===== src/rtl/spi_flash_responder.sv =====
// spi_flash_responder: SPI mode-0 serial-flash slave serving READ/JEDEC ID/STATUS-1 from a synchronous image RAM
module spi_flash_responder #(
    parameter int          ADDRW    = 15,
    parameter logic [23:0] JEDEC_ID = 24'hEF4016,
    parameter logic [7:0]  STATUS1  = 8'h00
) (
    input  logic             MCLK,
    input  logic             RESET,
    input  logic             nCS,
    input  logic             CLK,
    input  logic             MOSI,
    output logic             MISO,
    output logic             MISO_OE,
    output logic [ADDRW-1:0] MEMADDR,
    output logic             MEMRD,
    input  logic [7:0]       MEMDATA,
    output logic             BUSY
);
    typedef enum logic [2:0] {IDLE, CMD, ADDR, DATA, ID, STAT, IGNORE} state_t;
    state_t     state;
    logic [1:0] ncs_sync, clk_sync, mosi_sync;
    logic       ncs_h, clk_h;
    logic [6:0] cmd;
    logic [7:0] out_sr;
    logic [7:0] cmd_byte;
    logic [7:0] id_next;
    logic [4:0] bitcnt;
    logic [1:0] idcnt;
    logic       ld;
    logic       rise, fall, cs_high, cs_fall, mosi;
    assign mosi     = mosi_sync[1];
    assign rise     = clk_sync[1] & ~clk_h;
    assign fall     = ~clk_sync[1] & clk_h;
    assign cs_high  = ncs_sync[1];
    assign cs_fall  = ncs_h & ~ncs_sync[1];
    assign cmd_byte = {cmd, mosi};
    assign id_next  = idcnt == 2'd1 ? JEDEC_ID[15:8] : idcnt == 2'd2 ? JEDEC_ID[7:0] : 8'h00;
    // nCS history resets low so a fresh high->low edge is required after RESET
    always_ff @(posedge MCLK) begin
        if (RESET) begin
            ncs_sync  <= 2'b00;
            clk_sync  <= 2'b00;
            mosi_sync <= 2'b00;
            ncs_h     <= 1'b0;
            clk_h     <= 1'b0;
            state     <= IDLE;
            cmd       <= '0;
            out_sr    <= '0;
            bitcnt    <= '0;
            idcnt     <= '0;
            ld        <= 1'b0;
            MISO      <= 1'b0;
            MISO_OE   <= 1'b0;
            MEMADDR   <= '0;
            MEMRD     <= 1'b0;
            BUSY      <= 1'b0;
        end else begin
            ncs_sync  <= {ncs_sync[0], nCS};
            clk_sync  <= {clk_sync[0], CLK};
            mosi_sync <= {mosi_sync[0], MOSI};
            ncs_h     <= ncs_sync[1];
            clk_h     <= clk_sync[1];
            MEMRD     <= 1'b0;
            ld        <= MEMRD;
            if (cs_high) begin
                state   <= IDLE;
                MISO_OE <= 1'b0;
                MISO    <= 1'b0;
                out_sr  <= '0;
                bitcnt  <= '0;
                BUSY    <= 1'b0;
                ld      <= 1'b0;
            end else begin
                case (state)
                    IDLE: if (cs_fall) begin
                        state   <= CMD;
                        bitcnt  <= '0;
                        MISO_OE <= 1'b1;
                        MISO    <= 1'b0;
                        BUSY    <= 1'b1;
                    end
                    CMD: if (rise) begin
                        cmd    <= cmd_byte[6:0];
                        bitcnt <= bitcnt == 5'd7 ? 5'd0 : bitcnt + 5'd1;
                        if (bitcnt == 5'd7) begin
                            state  <= cmd_byte == 8'h03 ? ADDR : cmd_byte == 8'h9F ? ID :
                                      cmd_byte == 8'h05 ? STAT : IGNORE;
                            out_sr <= cmd_byte == 8'h9F ? JEDEC_ID[23:16] : STATUS1;
                            idcnt  <= 2'd1;
                        end
                    end
                    // address accumulates straight into MEMADDR; upper bits fall off the top
                    ADDR: if (rise) begin
                        MEMADDR <= {MEMADDR[ADDRW-2:0], mosi};
                        bitcnt  <= bitcnt == 5'd23 ? 5'd0 : bitcnt + 5'd1;
                        if (bitcnt == 5'd23) begin
                            MEMRD <= 1'b1;
                            state <= DATA;
                        end
                    end
                    DATA, ID, STAT: if (fall) begin
                        MISO   <= out_sr[7];
                        bitcnt <= bitcnt == 5'd7 ? 5'd0 : bitcnt + 5'd1;
                        out_sr <= bitcnt != 5'd7 || state == DATA ? {out_sr[6:0], 1'b0} :
                                  state == ID ? id_next : STATUS1;
                        if (bitcnt == 5'd7 && state == DATA) begin
                            MEMADDR <= MEMADDR + ADDRW'(1);
                            MEMRD   <= 1'b1;
                        end
                        if (bitcnt == 5'd7 && state == ID && idcnt != 2'd3) idcnt <= idcnt + 2'd1;
                    end else if (ld) begin
                        out_sr <= MEMDATA;
                    end
                    default: ;
                endcase
            end
        end
    end
endmodule

===== config.mk =====
export PLATFORM = sky130hd
export DESIGN_NAME = spi_flash_responder
export DESIGN_NICKNAME = d
export VERILOG_FILES = /design/src/rtl/spi_flash_responder.sv
export SDC_FILE = /design/constraint.sdc
export NUM_CORES = 1
export LEC_CHECK = 0
export ABC_AREA = 1
export BUFFER_PORTS_ARGS = -buffer_cell sky130_fd_sc_hd__buf_2
export CAP_MARGIN = 20
export CORE_MARGIN = 3
export CORE_UTILIZATION = 59
export DETAILED_ROUTE_END_ITERATION = 8
export PLACE_DENSITY = 0.78
export SYNTH_ARGS = -nofsm -noshare
export SYNTH_HDL_FRONTEND = slang
export SYNTH_SLANG_ARGS = --single-unit

===== constraint.sdc =====
create_clock -name MCLK -period 2.3 [get_ports MCLK]
set_input_delay 0.23 -clock MCLK [delete_from_list [all_inputs] [get_ports MCLK]]
set_output_delay 0.23 -clock MCLK [all_outputs]
set_load 0.02 [all_outputs]

==> results of run 1 <==
[metal layers]
metal	global-route usage	vias to the layer above	routed length (microns)
met5	0	-	0
met4	0.0641	0	75
met3	0.0469	8	498
met2	0.391	106	3040
met1	0.323	1359	3240
li1	-	1582	-
[synthesized netlist by cell type]
cell,number
nand2_1,132
nor2_1,63
inv_1,61
dfxtp_1,52
nand3_1,43
a21oi_1,32
o21ai_0,29
nand4_1,11
nor3_1,6
ha_1,5
o21ai_1,5
inv_2,4
nand2_2,4
nor2_2,4
buf_2,3
buf_4,3
clkbuf_1,3
or2_2,3
nand3b_1,2
nor2_4,2
nor3_4,2
o21ai_2,2
xor2_1,2
a22oi_1,1
buf_1,1
buf_6,1
nand3_2,1
xnor2_1,1
[critical path: cells and delay by family, from the launching register on]
kind	cells	cell delay [ns]
adders and majority gates	1	0.20
DFF	1	0.38
and+or+nand+nor	5	0.74
AOI/OAI and AO/OA	2	0.59
[power breakdown]
group / switching [mW] / internal [mW]
sequential: 0.132 / 1.03
clock: 0.302 / 0.244
combinational: 0.719 / 0.348
total: 1.15 / 1.63
[through the flow]
stage	cells	instance area [sq um]	total power [mW]	util	setup slack (ns)
2_1_floorplan	478	2990	2.01	-	0.620
3_3_place_gp	569	3190	2.22	0.663	0.414
3_5_place_dp	569	3190	2.24	0.663	0.319
4_1_cts	577	3290	2.79	0.683	0.299
5_1_grt	577	3290	3.01	0.683	0.0769
6_report	577	3290	2.78	0.683	0.290
[flip-flops by register name (all words and copies together), names as in the netlist]
name	cells
ncs_h	1
ld	1
clk_h	1
idcnt	2
ncs_sync	2
MISO	1
cmd	7
MEMADDR	15
out_sr	8
BUSY	1
state	3
mosi_sync	2
clk_sync	2
bitcnt	5
MEMRD	1
[cells by family (layout without fill, tap and decap cells)]
kind of cell / count (synthesis) / in the layout / synth area share
simple gates: 273 / 273 / 0.400
xor+xnor: 3 / 3 / 0.00880
buf+inv: 76 / 108 / 0.103
compound gates: 69 / 69 / 0.119
fa+ha+maj: 5 / 5 / 0.0209
flops: 52 / 52 / 0.348
[layout make-up]
class | count | share of cell area
multi-input cells | 350 | 0.498
flip-flops and latches | 52 | 0.316
inverters | 65 | 0.0741
repair buffers | 35 | 0.0563
well taps | 67 | 0.0255
clock buffers | 6 | 0.0251
clock inverters | 2 | 0.00456
[how the worst min path moves through the flow]
stage | endpoint | slack (ns)
4_1_cts | mosi_sync[0]$_SDFF_PP0_ | 0.11
2_1_floorplan | clk_sync[0]$_SDFF_PP0_ | 0.34
3_5_place_dp | clk_sync[1]$_SDFF_PP0_ | 0.40
3_3_place_gp | clk_sync[1]$_SDFF_PP0_ | 0.39
5_1_grt | clk_sync[0]$_SDFF_PP0_ | 0.14
6_report | mosi_sync[0]$_SDFF_PP0_ | 0.12
==> flow_summary.json, run 1 <==
{
  "outcome": "complete, no violations",
  "end_kind": "flop",
  "fill_cells": 457,
  "yosys_warnings": 0,
  "cts.sinks": 52,
  "slew_headroom": 0.624,
  "antenna_found_initial": 0,
  "layout_commonest_cell": "nand2_1",
  "ant_nets": 0,
  "leakage_nw": 1.51,
  "fmax_mhz": 498,
  "final_hold_viol_count": 0,
  "ys_ff_latch": 52,
  "fin_nets": 527,
  "portBuffers": 31,
  "p_per_area_nw_per_um2": 845,
  "post-route-period-util": 0.874,
  "num_vias": 3055,
  "worstReg2RegEnd": "state[0]$_SDFFE_PP0P_",
  "maxCapViolations": 0,
  "finalSetupViolCount": 0,
  "synth.top_cells.by_area": "dfxtp_1, nand2_1, nor2_1, inv_1, nand3_1",
  "gp_congestion": 0.886,
  "tns_ns": 0,
  "cp.required_ns": 2.50,
  "max-vdd-ir-drop_v": 0.000485,
  "routed_wl_microns": 6860,
  "synth_area_sq_um": 2990,
  "hp-start": "MOSI",
  "diodes": 0,
  "path_max_fanout": 9,
  "crit_chain": "ha_1 > nand2_1 > nor2_2 > nand2_1 > o21ai_2 > nand3_1 > o21ai_0 > nor2_1",
  "dieHeight_microns": 77.2,
  "hold_ws_ns": 0.121,
  "cts_resized": 0,
  "cp_common_cell": "nand2_1",
  "multi_input_area_sq_um": 1640,
  "holdBufCountCts": 0,
  "numCtsBuffers": 5,
  "start_kind": "flop",
  "ys_types": 28,
  "reg2regPathDepth": 8,
  "syn_inst": 478,
  "hold_path.class": "input port to flop",
  "hpwl_microns": 5170,
  "crit_type": "flop to flop",
  "cts_max_level": 2,
  "reg2reg_from": "bitcnt[0]$_SDFFE_PP0P_",
  "cts_tree": "done",
  "grt_pass1_vias": 2766,
  "cts_buffer_depth": 2,
  "io_pins": 32,
  "initial_core_util": 0.620,
  "yosysTopAreaCellShare": 0.348,
  "drt-initial-drc-count": 199,
  "avgSynthCellArea_sq_um": 6.25,
  "cts.reportedPaths.clkPinSlew_ns": 0.10,
  "arrival_ns": 2.21,
  "grt_pass1_wl_microns": 12100,
  "yosys.area.top_type": "dfxtp_1",
  "wl_per_cell_microns": 11.9,
  "areaGrowthSynthToFinish_pct": 10.1,
  "rrSetupSlack_ns": 0.29,
  "worstMarginPinSlew_ns": 0.562,
  "crit_slowest_cell": "o21ai_2",
  "layout-drive-gt1-share": 0.127,
  "gr-usage-all-layers": 0.240,
  "overflow": 0,
  "worstSetupEndpoint": "state[0]$_SDFFE_PP0P_",
  "skew_ns": 0.00528,
  "route.detailed.drc": 0,
  "slowest_delay_ns": 0.39,
  "post-cts-setup-buffers": 0,
  "grt_max_degree": 19,
  "rows": 25,
  "drv_slew": 0,
  "vias_per_cell": 5.29,
  "dieWidth_microns": 77.2,
  "firstDrtPassIters": 6,
  "rsz0062_at_grt": "false",
  "core_area_sq_um": 4820,
  "synthesis.nets": 496,
  "regArea_sq_um": 1040,
  "clock_insertion_delay_worst_skew_ns": 0.30,
  "final_cell_mix": "nand2_1, nor2_1, inv_1",
  "worst_hold_path.num_cells": 3,
  "fp.dieArea_sq_um": 5950,
  "period_minus_slack_ns": 2.01,
  "cts-root-buf": "clkbuf_8",
  "seq_area_frac_synth": 0.348,
  "critPathLaunch": "bitcnt[0]$_SDFFE_PP0P_"
}
No activity file was read; power rests on OpenSTA's default activity.
==> run 2, diff against run 1 <==
--- a/config.mk
+++ b/config.mk
@@ -6,7 +6,7 @@
 export NUM_CORES = 1
 export LEC_CHECK = 0
 export ABC_AREA = 1
-export BUFFER_PORTS_ARGS = -buffer_cell sky130_fd_sc_hd__buf_2
+export BUFFER_PORTS_ARGS = -buffer_cell sky130_fd_sc_hd__buf_4
 export CAP_MARGIN = 20
 export CORE_MARGIN = 3
 export CORE_UTILIZATION = 59
==> constraint.sdc (replaced) <==
create_clock -name MCLK -period 2.4 [get_ports MCLK]
set_input_delay 0.24 -clock MCLK [delete_from_list [all_inputs] [get_ports MCLK]]
set_output_delay 0.24 -clock MCLK [all_outputs]
set_load 0.02 [all_outputs]
==> flow_summary.json, run 2 (synthesized netlist as in run 1, its figures left out) <==
{
  "fill_cells": 463,
  "end_kind": "flop",
  "antenna_found_initial": 0,
  "diodes": 0,
  "dp_cells": 568,
  "areaGrowthSynthToFinish_pct": 12.4,
  "cts.reportedPaths.clkPinSlew_ns": 0.09,
  "rows": 25,
  "arrival_ns": 2.19,
  "start_kind": "flop",
  "vias_per_cell": 5.22,
  "fin_nets": 526,
  "num_vias": 3005,
  "portBuffers": 31,
  "multi_input_area_sq_um": 1640,
  "gr-usage-all-layers": 0.244,
  "slew_headroom": 0.636,
  "cts.sinks": 52,
  "wl_per_cell_microns": 12.0,
  "outcome": "complete, no violations",
  "layout-drive-gt1-share": 0.124,
  "cts_tree": "done",
  "leakage_nw": 1.52,
  "post-cts-setup-buffers": 0,
  "largest_reg_flops": 15,
  "skew_ns": 0.00640,
  "grt_pass1_wl_microns": 12100,
  "post-route-period-util": 0.819,
  "period_minus_slack_ns": 1.97,
  "max-vdd-ir-drop_v": 0.000443,
  "core_area_sq_um": 4820,
  "crit_type": "flop to flop",
  "grt_pass1_vias": 2686,
  "numCtsBuffers": 5,
  "routed_wl_microns": 6930,
  "cts_buffer_depth": 2,
  "path_max_fanout": 18,
  "fp.dieArea_sq_um": 5950,
  "cp.required_ns": 2.63,
  "drv_slew": 0,
  "overflow": 0,
  "hpwl_microns": 5280,
  "cts_resized": 0,
  "largest-register": "MEMADDR",
  "finalSetupViolCount": 0,
  "dieHeight_microns": 77.2,
  "ant_nets": 0,
  "instances_no_fill": 576,
  "cts-root-buf": "clkbuf_8",
  "cts_max_level": 2,
  "dieWidth_microns": 77.2,
  "drt-initial-drc-count": 289,
  "route.detailed.drc": 0,
  "holdBufCountCts": 0,
  "layout_commonest_cell": "nand2_1",
  "hold_path.class": "input port to flop",
  "final_cell_mix": "nand2_1, nor2_1, inv_1",
  "p_per_area_nw_per_um2": 801,
  "gp_congestion": 0.953,
  "fmax_mhz": 509,
  "worstMarginPinSlew_ns": 0.542,
  "firstDrtPassIters": 5,
  "rsz0062_at_grt": "false",
  "initial_core_util": 0.620,
  "clock_insertion_delay_worst_skew_ns": 0.30,
  "maxCapViolations": 0,
  "final_hold_viol_count": 0,
  "tns_ns": 0,
  "regArea_sq_um": 1040,
  "top_regs": "MEMADDR x15, out_sr x8, cmd x7",
  "io_pins": 32,
  "grt_max_degree": 20
}
-- run 2: where the power goes --
| group | switching [mW] | total (mW) | internal (mW) |
|---|---|---|---|
| Clock | 0.282 | 0.517 | 0.235 |
| Sequential | 0.130 | 1.12 | 0.992 |
| Combinational | 0.691 | 1.05 | 0.359 |
| Total | 1.10 | 2.69 | 1.59 |
-- run 2: per-layer routing --
layer	track usage	vias up	routed length [microns]
met3	0.0364	8	396
met2	0.389	84	3210
met5	0	-	0
met1	0.347	1333	3260
met4	0.0569	0	64
li1	-	1580	-
-- run 2: worst max-delay path: stages, from the launching register on --
cell,delay [ns]
dfxtp_1,0.38
ha_1,0.20
nand2_1,0.12
nor2_2,0.19
nand3_1,0.15
nand2_1,0.14
nand2_2,0.08
nor2_4,0.34
nand3_1,0.13
a21oi_1,0.16
-- run 2: final cells by class --
cell class	instances	share of cell area
Inverter	65	0.0727
Clock buffer	7	0.0257
Multi-Input combinational cell	350	0.488
Sequential cell	52	0.310
Timing Repair Buffer	34	0.0760
Tap cell	67	0.0250
Clock inverter	1	0.00224
-- run 2: final timing paths --
check	start	endpoint	slack, ns	depth (start not counted)
worst min-delay path	nCS	ncs_sync[0]$_SDFF_PP0_	0.14	3
worst max-delay path	bitcnt[0]$_SDFFE_PP0P_	MEMADDR[11]$_SDFFE_PP0P_	0.43	9
worst min register to register	clk_sync[0]$_SDFF_PP0_	clk_sync[1]$_SDFF_PP0_	0.40	2
worst max register to register	bitcnt[0]$_SDFFE_PP0P_	MEMADDR[11]$_SDFFE_PP0P_	0.43	9
-- run 2: per-stage QoR --
| step | total power [mW] | worst slack [ns] | cell area (sq um) | util | hold slack, ns |
|---|---|---|---|---|---|
| finish | 2.69 | 0.434 | 3360 | 0.697 | 0.143 |
| global route | 2.91 | 0.0377 | 3360 | 0.697 | 0.153 |
| CTS | 2.70 | 0.454 | 3360 | 0.697 | 0.135 |
| detailed placement | 2.18 | 0.476 | 3260 | 0.677 | 0.392 |
| global placement | 2.16 | 0.566 | 3260 | 0.677 | 0.389 |
| floorplan | 1.92 | 0.720 | 2990 | - | 0.347 |
